`config.mk`:
```
export PLATFORM = sky130hd
export DESIGN_NAME = de_multiplexer_flat
export DESIGN_NICKNAME = d
export VERILOG_FILES = /design/src/rtl/de_multiplexer_if.sv /design/src/rtl/de_multiplexer.sv /design/src/flat_wrapper.sv
export SDC_FILE = /design/constraint.sdc
export NUM_CORES = 1
export LEC_CHECK = 0
export ABC_AREA = 1
export CORE_AREA = 2 2 39 41
export CTS_BUF_LIST = sky130_fd_sc_hd__clkbuf_4
export DETAILED_ROUTE_END_ITERATION = 12
export DIE_AREA = 0 0 41 43
export PLACE_DENSITY = 0.47
export SYNTH_ARGS = -nofsm -noshare
export SYNTH_HDL_FRONTEND = slang
export SYNTH_SLANG_ARGS = --single-unit
```
`constraint.sdc`:
```
create_clock -name clk -period 0.8 [get_ports clk]
set_input_delay 0.08 -clock clk [delete_from_list [all_inputs] [get_ports clk]]
set_output_delay 0.08 -clock clk [all_outputs]
set_load 0.005 [all_outputs]
```
`src/rtl/de_multiplexer_if.sv`:
```
// Bus bundle for the registered 1-to-2 demultiplexer.
// The producer/bench side uses "master"; the demultiplexer uses "slave".
interface de_multiplexer_if #(
  parameter int WIDTH = 2
) ();
  logic [WIDTH-1:0] A;
  logic [1:0]       S;
  logic [WIDTH-1:0] B;
  logic [WIDTH-1:0] C;
  logic             B_vld;
  logic             C_vld;
  logic             err;

  modport master (output A, output S, input B, input C, input B_vld, input C_vld, input err);
  modport slave  (input A, input S, output B, output C, output B_vld, output C_vld, output err);
endinterface

```
`src/rtl/de_multiplexer.sv`:
```
// Registered 1-to-2 demultiplexer: steers word A to B, C, both or neither
// according to S, with per-output valid strobes and a reserved-code error flag.
// Every output is registered, giving a fixed one-cycle latency.
module de_multiplexer #(
  parameter int WIDTH     = 2,
  parameter bit IDLE_ZERO = 1'b1
) (
  input  logic         clk,
  input  logic         rst,
  de_multiplexer_if.slave bus
);

  localparam logic [1:0] SEL_B     = 2'b00;
  localparam logic [1:0] SEL_C     = 2'b01;
  localparam logic [1:0] SEL_BOTH  = 2'b10;

  logic [WIDTH-1:0] b_q, b_d;
  logic [WIDTH-1:0] c_q, c_d;
  logic             b_vld_q, b_vld_d;
  logic             c_vld_q, c_vld_d;
  logic             err_q, err_d;

  // Decode the routing code; unselected outputs either clear or hold.
  always_comb begin
    b_d     = IDLE_ZERO ? '0 : b_q;
    c_d     = IDLE_ZERO ? '0 : c_q;
    b_vld_d = 1'b0;
    c_vld_d = 1'b0;
    err_d   = 1'b0;
    case (bus.S)
      SEL_B: begin
        b_d     = bus.A;
        b_vld_d = 1'b1;
      end
      SEL_C: begin
        c_d     = bus.A;
        c_vld_d = 1'b1;
      end
      SEL_BOTH: begin
        b_d     = bus.A;
        c_d     = bus.A;
        b_vld_d = 1'b1;
        c_vld_d = 1'b1;
      end
      default: begin
        // Reserved code: nothing is delivered, only the error strobe fires.
        err_d = 1'b1;
      end
    endcase
  end

  // Output registers; the active-low reset discards any in-flight word at once.
  always_ff @(posedge clk or negedge rst) begin
    if (!rst) begin
      b_q     <= '0;
      c_q     <= '0;
      b_vld_q <= 1'b0;
      c_vld_q <= 1'b0;
      err_q   <= 1'b0;
    end else begin
      b_q     <= b_d;
      c_q     <= c_d;
      b_vld_q <= b_vld_d;
      c_vld_q <= c_vld_d;
      err_q   <= err_d;
    end
  end

  assign bus.B     = b_q;
  assign bus.C     = c_q;
  assign bus.B_vld = b_vld_q;
  assign bus.C_vld = c_vld_q;
  assign bus.err   = err_q;

endmodule

```
`src/flat_wrapper.sv`:
```
// flat-port wrapper written by rule: the top's interface ports become plain ports
module de_multiplexer_flat 
#(
  parameter int WIDTH     = 2,
  parameter bit IDLE_ZERO = 1'b1
)
  (clk, rst, bus_A, bus_S, bus_B, bus_C, bus_B_vld, bus_C_vld, bus_err);
  de_multiplexer_if #(.WIDTH(WIDTH)) bus_i ();
  input  logic clk;
  input  logic rst;
  input wire logic [$bits(bus_i.A)-1:0] bus_A;
  input wire logic [$bits(bus_i.S)-1:0] bus_S;
  output wire logic [$bits(bus_i.B)-1:0] bus_B;
  output wire logic [$bits(bus_i.C)-1:0] bus_C;
  output wire logic [$bits(bus_i.B_vld)-1:0] bus_B_vld;
  output wire logic [$bits(bus_i.C_vld)-1:0] bus_C_vld;
  output wire logic [$bits(bus_i.err)-1:0] bus_err;
  assign bus_i.A = bus_A;
  assign bus_i.S = bus_S;
  assign bus_B = bus_i.B;
  assign bus_C = bus_i.C;
  assign bus_B_vld = bus_i.B_vld;
  assign bus_C_vld = bus_i.C_vld;
  assign bus_err = bus_i.err;
  de_multiplexer #(.WIDTH(WIDTH), .IDLE_ZERO(IDLE_ZERO)) u_core (.clk(clk), .rst(rst), .bus(bus_i));
endmodule
```
======== Word-level counts from Yosys, hierarchy flattened ========
Index checks and enable logic that the tools add are counted.
cells by class
  equal/unequal tests ..................... 2
  reductions and logical operators ........ 4
  multiplexer cells ....................... 5
operators by type and width
  operator            count
  $mux 2              2
  $reduce_or 2->1     2
  $mux 1              3
  $reduce_or 3->1     1
  $eq 2x1->1 const B  1
  $eq 2x2->1 const B  1
  $logic_not 2->1     1
word-level totals
  register bits after elaboration ......... 7
  word-level logic and storage cells ...... 16

======== Depth between registers and ports, before layout ========
  word-level depth ........................ 3
  depth in mapped cells ................... 4

======== Worst setup path after synthesis ========
Ideal clock, no wire load.
  kind .................................... in2reg
  start ................................... in bus_S[0]
  end ..................................... reg u_core.c_q[0] (netlist: u_core.bus.C[0])
  slack ................................... 0.175 ns
  data arrival time ....................... 0.512 ns
  library setup time ...................... 0.113 ns
  stages .................................. 4
  required time ........................... 0.687 ns
  path through ............................ inv_1 > ha_1 > nand2_1 > inv_1
on the way
  cells in the longest elaborated chain, start to end .. 3
  elaborated cells between the ends (all ways) .. 4
  classes of those cells .................. eq/ne (2); mux (1); reduce/logical (1)
ends and longest elaborated chain
  what                                             RTL line              text
  from (decl)                                      flat_wrapper.sv:12    input wire logic [$bits(bus_i.S)-1:0] bus_S;
  $eq 2x1->1 / $eq 2x2->1 (equally long branches)  de_multiplexer.sv:30  case (bus.S)
  $reduce_or 2->1 (no source line) (*)             -
  $mux 2 (*)                                       de_multiplexer.sv:30
  net u_core.c_d[0]                                de_multiplexer.sv:18  logic [WIDTH-1:0] c_q, c_d;
  to (signal assigned)                             de_multiplexer.sv:56  c_q <= '0;
  to (signal assigned)                             de_multiplexer.sv:62  c_q <= c_d;
  to (decl)                                        de_multiplexer.sv:18
Mark *: on every way through the listed nets, which the timed path passes. The rest lies on a longest branch.

======== Worst setup path in the final report ========
  start ................................... reg u_core.b_q[1] (netlist: u_core.bus.B[1])
  end ..................................... out bus_B[1]
RTL lines
  what                    RTL line              text
  from (decl)             de_multiplexer.sv:17  logic [WIDTH-1:0] b_q, b_d;
  from (signal assigned)  de_multiplexer.sv:55  b_q <= '0;
  from (signal assigned)  de_multiplexer.sv:61  b_q <= b_d;
  to (decl)               flat_wrapper.sv:13    output wire logic [$bits(bus_i.B)-1:0] bus_B;
No word-level cell between the ends.

==> flow_summary.yaml <==
sta:
  tns_ns: -0.0003310
  rsz0062_at_grt: "true"
  clock.fmax_ghz: 1.249
  finalHoldViolations: 0
  setup_viol: 1
  tightestPinTransition_ns: 0.2861
  period_needed_ns: 0.8003
  period_share: 1.000
  slew_viol_final: 0
  setup_ws_ns: -0.0003310
  maxSlewHeadroom: 0.8087
synthesis:
  synth_warnings: 0
  synth_area_leader_cell: "dfrtp_1"
  synth_area_leaders: "dfrtp_1 68%, ha_1 15%, inv_1 10%"
  syn-num-nets: 31
  ys_types: 5
  yosysSeqAreaShare: 0.6796
  postSynthCellCount: 22
  async_flop_share: 1.000
  synth-seq-cells: 7
  ys.flop_type: "dfrtp_1"
  synth_commonest_cells: "7 x dfrtp_1, 7 x inv_1, 3 x ha_1, 3 x nor2_1, 2 x nand2_1"
  syn-cell-area_um2: 257.7
  synth_top_area_frac: 0.6796
  synth_edf_count: 0
  synth.avg_cell_area_um2: 11.72
floorplan:
  ios: 13
  core-area_mm2: 0.001384
  die_height_um: 43
  dieArea_mm2: 0.001763
  die_w_um: 41
  initial_core_util: 0.1863
  fp-row-count: 14
power:
  ir_worst_vdd_v: 0.0004066
  power.density_mw_per_mm2: 1970
  leakagePower_nw: 0.2458
  total_power_w: 0.0008233
detailed_routing:
  drc: 0
  drt_pass1_iterations: 1
  ant_nets: 0
  routedWlPerCell_um: 7.625
  drt-initial-drc-count: 0
  totalWireLength_um: 427
  num_vias: 190
  via_per_inst: 3.393
job:
  cap_violations: 0
worst_setup_path:
  cpPeakStageDelay_ns: 0.35
  crit_chain: "buf_2"
  crit_buf_inv: 1
  critPathKind: "reg -> out"
  crit_arrival_ns: 0.72
  required_ns: 0.72
  startpoint_type: "flip-flop"
  crit_family: "flip-flops"
  cp_max_fo: 1
  crit_slowest_cell: "dfrtp_1"
  endpoint_kind: "output pin"
cts:
  path_clk_slew_ns: 0.05
  cts.sinks: 7
  root_buffer: "clkbuf_4"
  cts_tree: "done"
  h-tree-depth: 1
  clockBufferDepth: 2
  holdBufCountCts: 0
  cts_buffers: 3
global_route:
  grt_pass1_wl_um: 655
  grt_max_degree: 8
  grt_pass1_vias: 191
  grt_overflow: 0
  antenna_found_initial: 0
  grt_use_total: 0.06383
outcome:
  violations: "negative setup slack"
  outcome: "finished, violations left"
placement:
  pre_cts_slack_ns: -0.3800
  port_buffers: 12
  gp_congestion: 0.6460
min_path:
  hold_class: "in -> async"
layout:
  drive_gt1_frac: 0.3750
  antennaDiodeCount: 0
  final_nets: 50
  syn2layout_area_growth_pct: 62.14
## final timing paths
check	cells past startpoint	end	slack, ns	start
setup / recovery	1	bus_B[1]	-0.0003	u_core.bus.B[1]
hold / removal	1	u_core.bus.C_vld	0.08	rst
max in group asynchronous	1	u_core.bus.err	0.50	rst
min in group clk	3	u_core.bus.B[0]	0.26	bus_S[0]
## repair_timing
item	CTS	global route
gates cloned	0	0
pin swaps	1	0
resized for setup	32	0
endpoints found under the hold margin	0	0
endpoints found under the setup margin	12	7
setup buffers	0	0
## metal layers
metal / GRT usage / up-vias / wire, um
met2: 0.08125 / 15 / 155
met5: 0 / - / 0
li1: - / 95 / -
met3: 0.03665 / 2 / 112
met1: 0.04967 / 78 / 140
met4: 0.1000 / 0 / 18
## flip-flops by register name (all words and copies together), names as in the netlist
name              flops
u_core.bus.C          2
u_core.bus.C_vld      1
u_core.bus.B_vld      1
u_core.bus.B          2
u_core.bus.err        1
## report_power, final
part	internal [W]	total [W]	switching (W)
Combinational	0.0000553	0.000100	0.0000451
Clock	0.000223	0.000338	0.000115
Sequential	0.000380	0.000385	0.00000501
## final cells by class
class                      instances  area, um2
inverter                           7      26.28
timing repair buffer              14      97.59
clock buffer                       4      30.03
sequential                         7      175.2
fill                             148      965.9
multi-input combinational          8      68.82
tap                               16      20.02
## cells by family (layout without fill, tap and decap cells)
group | Yosys count | in the layout | share of synthesized area
flops | 7 | 7 | 0.6796
buf+inv | 7 | 25 | 0.1020
fa+ha+maj | 3 | 3 | 0.1456
simple gates | 5 | 5 | 0.07282
## per-stage QoR
stage | cell area [um2] | utilization | hold slack (ns) | instances
finish | 417.9 | 0.3020 | 0.08135 | 56
global route | 417.9 | 0.3020 | 0.09836 | 56
CTS | 417.9 | 0.3020 | 0.08346 | 56
detailed placement | 412.9 | 0.2984 | 0.3449 | 52
global placement | 412.9 | 0.2984 | 0.3431 | 52
floorplan | 257.7 | - | -0.2156 | 22
## cells in the final DEF, fill, tap and decap left out
cell,n
inv_1,6
buf_2,7
nand2_1,2
ha_4,1
dlygate4sd2_1,2
dfrtp_1,7
clkbuf_4,4
nor2_1,3
ha_1,2
inv_2,1
clkdlybuf4s50_1,3
buf_4,2
Note: power is estimated with default switching activity, not from simulation.
